File: config.mk
export PLATFORM = sky130hd
export DESIGN_NAME = wb_writeback
export DESIGN_NICKNAME = d
export VERILOG_FILES = /design/src/rtl/wb_writeback.sv
export SDC_FILE = /design/constraint.sdc
export NUM_CORES = 1
export LEC_CHECK = 0
export ABC_AREA = 1
export BUFFER_PORTS_ARGS = -buffer_cell sky130_fd_sc_hd__buf_4
export CORE_MARGIN = 3
export CORE_UTILIZATION = 45
export CTS_CLUSTER_SIZE = 28
export DETAILED_ROUTE_END_ITERATION = 6
export HOLD_SLACK_MARGIN = 0.1
export PLACE_DENSITY_LB_ADDON = 0.12
export SYNTH_ARGS = -nofsm -noshare
export SYNTH_HDL_FRONTEND = slang
export SYNTH_SLANG_ARGS = --single-unit
File: constraint.sdc
create_clock -name clk -period 3.3 [get_ports clk]
set_input_delay 0.165 -clock clk [delete_from_list [all_inputs] [get_ports clk]]
set_output_delay 0.165 -clock clk [all_outputs]
set_load 0.01 [all_outputs]
File: src/rtl/wb_writeback.sv
// wb_writeback: MIPS writeback stage; queues retiring instructions, aligns/extends loads, drives regfile write port.
// Optional macro WB_FORWARD_EN builds head-entry forwarding outputs (fwd_*); otherwise they are tied to 0.
module wb_writeback #(
  parameter int DEPTH  = 2,
  parameter int DATA_W = 32
) (
  input  logic              clk,
  input  logic              rst_n,
  input  logic              in_valid,
  output logic              in_ready,
  input  logic [4:0]        in_rd,
  input  logic              in_regwrite,
  input  logic              in_memtoreg,
  input  logic [DATA_W-1:0] in_alu_result,
  input  logic [DATA_W-1:0] in_mem_data,
  input  logic [1:0]        in_load_size,
  input  logic              in_load_unsigned,
  input  logic              wb_hold,
  output logic [4:0]        rd,
  output logic [DATA_W-1:0] writedata,
  output logic              regwrite,
  output logic              misalign_err,
  output logic              fwd_valid,
  output logic [4:0]        fwd_rd,
  output logic [DATA_W-1:0] fwd_data
);
  localparam int AW = $clog2(DEPTH);
  logic [4:0]        q_rd   [DEPTH];
  logic              q_wr   [DEPTH];
  logic [DATA_W-1:0] q_data [DEPTH];
  logic [AW-1:0]     head, tail;
  logic [AW:0]       count;
  logic [1:0]        off;
  logic [15:0]       sh;
  logic [DATA_W-1:0] load_data;
  logic              mis, push, pop, empty;
  assign off = in_alu_result[1:0];
  assign sh = 16'(in_mem_data >> {off, 3'b000});
  assign load_data = in_load_size == 2'b10 ? {{(DATA_W-8){~in_load_unsigned & sh[7]}}, sh[7:0]} :
                     in_load_size == 2'b01 ? {{(DATA_W-16){~in_load_unsigned & sh[15]}}, sh} :
                     in_mem_data;
  // size 11 is reserved and treated as a word load
  assign mis = in_memtoreg & (in_load_size == 2'b01 ? off[0] : in_load_size == 2'b10 ? 1'b0 : off != 2'b00);
  // DEPTH is a power of two, so the count MSB alone means full
  assign in_ready = ~count[AW];
  assign empty = count == '0;
  assign push = in_valid & in_ready;
  assign pop = ~empty & ~wb_hold;
  assign rd = empty ? 5'd0 : q_rd[head];
  assign writedata = empty ? '0 : q_data[head];
  assign regwrite = ~empty & q_wr[head] & ~wb_hold;
`ifdef WB_FORWARD_EN
  assign fwd_valid = ~empty & q_wr[head];
  assign fwd_rd = rd;
  assign fwd_data = writedata;
`else
  assign fwd_valid = 1'b0;
  assign fwd_rd = 5'd0;
  assign fwd_data = '0;
`endif
  always_ff @(posedge clk or negedge rst_n) begin
    if (!rst_n) begin
      head <= '0;
      tail <= '0;
      count <= '0;
      misalign_err <= 1'b0;
    end else begin
      if (push) tail <= tail + 1'b1;
      if (pop) head <= head + 1'b1;
      count <= count + {{AW{1'b0}}, push} - {{AW{1'b0}}, pop};
      misalign_err <= push & mis;
    end
  end
  always_ff @(posedge clk) begin
    if (push) begin
      q_rd[tail] <= in_rd;
      q_wr[tail] <= in_regwrite & (in_rd != 5'd0) & ~mis;
      q_data[tail] <= in_memtoreg ? load_data : in_alu_result;
    end
  end
endmodule

==> flow_summary.yaml <==
status:
  status: "finished clean"
floorplanning:
  fp.dieArea_sq_um: 11500
  io_pins: 156
  start_util_pct: 46.6
  fp.dieW_microns: 107
  core_area_sq_um: 9860
  die_h_microns: 107
  std_cell_rows: 36
sta:
  setup_tns_ps: 0
  worst_slew_pin_slew_ps: 1040
  setup_viol_count_final: 0
  fin_crit_ps: 2110
  slew_viol_final: 0
  rsz0062_at_grt: "no"
  finalHoldViolations: 0
  timing.slew.headroom_pct: 30.4
  holdWs_ps: 128
  finalClockSkew_ps: 11.1
  fin_crit_sh_pct: 63.8
  timing.fmax_ghz: 0.475
logic_synthesis:
  synth-compound-area-share_pct: 7.62
  syn_area_sq_um: 4600
  synth-seq-area-share_pct: 52.4
  ys_ff_latch: 81
  synthAdderAreaFrac_pct: 0.545
  synth_top_family_by_area: "simple AND/OR/NAND/NOR gates"
  synth_mux_area_share_pct: 0
  synth-simple-area-share_pct: 26.3
  synth-xor-area-share_pct: 0.762
  avgSynthCellArea_sq_um: 8.21
  ys_types: 28
  yosysWarnings: 0
  synthCells: 560
cells_and_area:
  drive_above_1_share_pct: 23.9
  nNetsFinal: 754
  num-fill-cells: 903
  antennaDiodeCount: 0
  register_area_sq_um: 2410
  area_growth_pct: 25.2
  multiInputGateArea_sq_um: 1780
  final_util_pct: 58.3
power_and_ir_drop:
  worst_ir_drop_vdd_v: 0.000324
  powerDensity_nw_per_um2: 684
  leakage_uw: 0.00274
  finalPower_uw: 3940
clocking:
  cts_sinks: 81
  cts_resized: 0
  cts_tree: "yes"
  htreeDepth: 3
  cts-buffers-inserted: 9
  clockBufferDepth: 2
  clk_pin_slew_ps: 90
  cts-root-buf: "clkbuf_8"
  clkLatencyLatePin_ps: 350
placed_design:
  dp_hpwl_mm: 8.29
  io_buffers: 117
  gp_congestion: 0.887
min_path:
  hold_class: "in -> reg"
detailed_routing:
  wl_per_cell_microns: 14.7
  drt_iter0_markers: 246
  drt-total-wl_mm: 11.9
  vias: 3937
  drt_pass1_iterations: 5
  antenna_left: 0
  viasPerCell: 4.85
  drc_errors: 0
critical_path:
  worstSetupEndpointType: "output pin"
  start_kind: "flip-flop"
  required_ps: 3130
  worstSetupPathType: "reg -> out"
  crit_fanout: 26
  worstPathArrival_ps: 1940
global_routing:
  grt_pass1_wl_mm: 18.3
  grt_max_degree: 40
  antenna_found_initial: 0
  track_usage_pct: 20.5
  grt.overflow.total: 0
  grt_pass1_vias: 3713
run:
  drv_cap: 0
==> cells in the final DEF (no fill, tap or decap), types with 2 or more instances in the layout <==
master / Yosys / layout
nand3_1: 19 / 19
nand2_1: 235 / 235
o211ai_1: 4 / 4
edfxtp_1: 76 / 76
o21ai_1: 3 / 3
nor2_1: 20 / 17
dfrtp_1: 5 / 5
o21ai_0: 13 / 13
a21oi_1: 48 / 48
bufinv_16: 0 / 3
xor2_1: 3 / 3
buf_4: 39 / 122
nor2_4: 0 / 2
nor3_1: 3 / 3
clkbuf_8: 0 / 9
inv_2: 4 / 4
nor2_2: 2 / 3
inv_1: 39 / 39
ha_1: 2 / 2
conb_1: 1 / 38
nand2_2: 13 / 13
dlygate4sd3_1: 0 / 8
==> stage by stage <==
stage	cells	setup slack, ps	instance area (sq um)
3_3_place_gp	788	1390	5430
5_1_grt	812	1010	5750
2_1_floorplan	597	609	4730
3_5_place_dp	788	1330	5430
4_1_cts	812	1160	5750
6_report	812	1190	5750
==> cell usage after synthesis <==
cell | number | share of area, %
nor3b_1 | 1 | 0.16
xnor2_1 | 1 | 0.19
inv_1 | 39 | 3.2
a21oi_1 | 48 | 5.2
nor2_2 | 2 | 0.27
nand3_1 | 19 | 2.1
nand2_1 | 235 | 19
nand2_2 | 13 | 1.8
o21ai_0 | 13 | 1.4
buf_6 | 1 | 0.25
nor2_1 | 20 | 1.6
buf_2 | 8 | 0.87
o21ai_1 | 3 | 0.33
dfrtp_1 | 5 | 2.7
edfxtp_1 | 76 | 50
ha_1 | 2 | 0.54
buf_4 | 39 | 6.4
nand3_4 | 1 | 0.38
conb_1 | 1 | 0.082
inv_2 | 4 | 0.33
xor2_1 | 3 | 0.57
buf_1 | 4 | 0.33
nor4_1 | 1 | 0.14
nand3_2 | 1 | 0.22
nor3_1 | 3 | 0.33
clkbuf_1 | 12 | 0.98
o211ai_1 | 4 | 0.65
or2_2 | 1 | 0.14
==> cells by family after synthesis <==
family                   count (synthesis)
XOR/XNOR                                 4
adder cells (fa/ha/maj)                  2
AO/OA/AOI/OAI                           68
buffers and inverters                  107
AND/OR/NAND/NOR                        297
flip-flops                              81
other                                    1
==> flip-flops by register name (all words and copies together), names as in the netlist <==
name          flops
count             2
head              1
misalign_err      1
q_data           64
q_rd             10
q_wr              2
tail              1
==> layer usage <==
layer / GRT usage, % / vias to the layer above / part of all wire (%)
li1: - / 1958 / -
met1: 27.0 / 1803 / 43
met2: 33.8 / 154 / 48
met3: 4.58 / 22 / 7.1
met4: 6.39 / 0 / 2.0
met5: 0 / - / 0
==> worst paths after layout <==
path / start / end / slack, ps / cells past startpoint
setup reg to reg: count[1]$_DFF_PN0_ / count[1]$_DFF_PN0_ / 1330 / 8
max in group asynchronous: rst_n / count[0]$_DFF_PN0_ / 3050 / 2
hold / removal: in_alu_result[11] / q_data[0][11]$_DFFE_PP_ / 130 / 3
setup / recovery: head$_DFFE_PN0P_ / writedata[31] / 1190 / 5
hold reg to reg: count[0]$_DFF_PN0_ / count[0]$_DFF_PN0_ / 540 / 1
min in group asynchronous: rst_n / misalign_err$_DFF_PN0_ / 150 / 2
==> area by class of cell <==
type,count,share of cell area (%)
multi-input cells,409,30.9
clock buffers,10,2.22
clock inverters,6,2.00
inverters,43,2.81
repair buffers,130,17.3
well taps,133,2.89
flip-flops and latches,81,41.8
==> timing repair <==
item,CTS,global route
setup endpoints to repair,0,0
hold buffers,8,0
buffers inserted,0,0
endpoints found under the hold margin,19,0
==> worst max-delay path: stages, from the launching register on <==
cell,delay [ps]
dfrtp_1,380
inv_1,340
buf_4,390
nand2_1,90
a21oi_1,210
buf_4,160
==> power by group <==
part / switching [uW] / internal [uW]
clock network: 369 / 507
logic: 988 / 649
registers: 54.4 / 1370
Power figures use the tool's default switching activity.
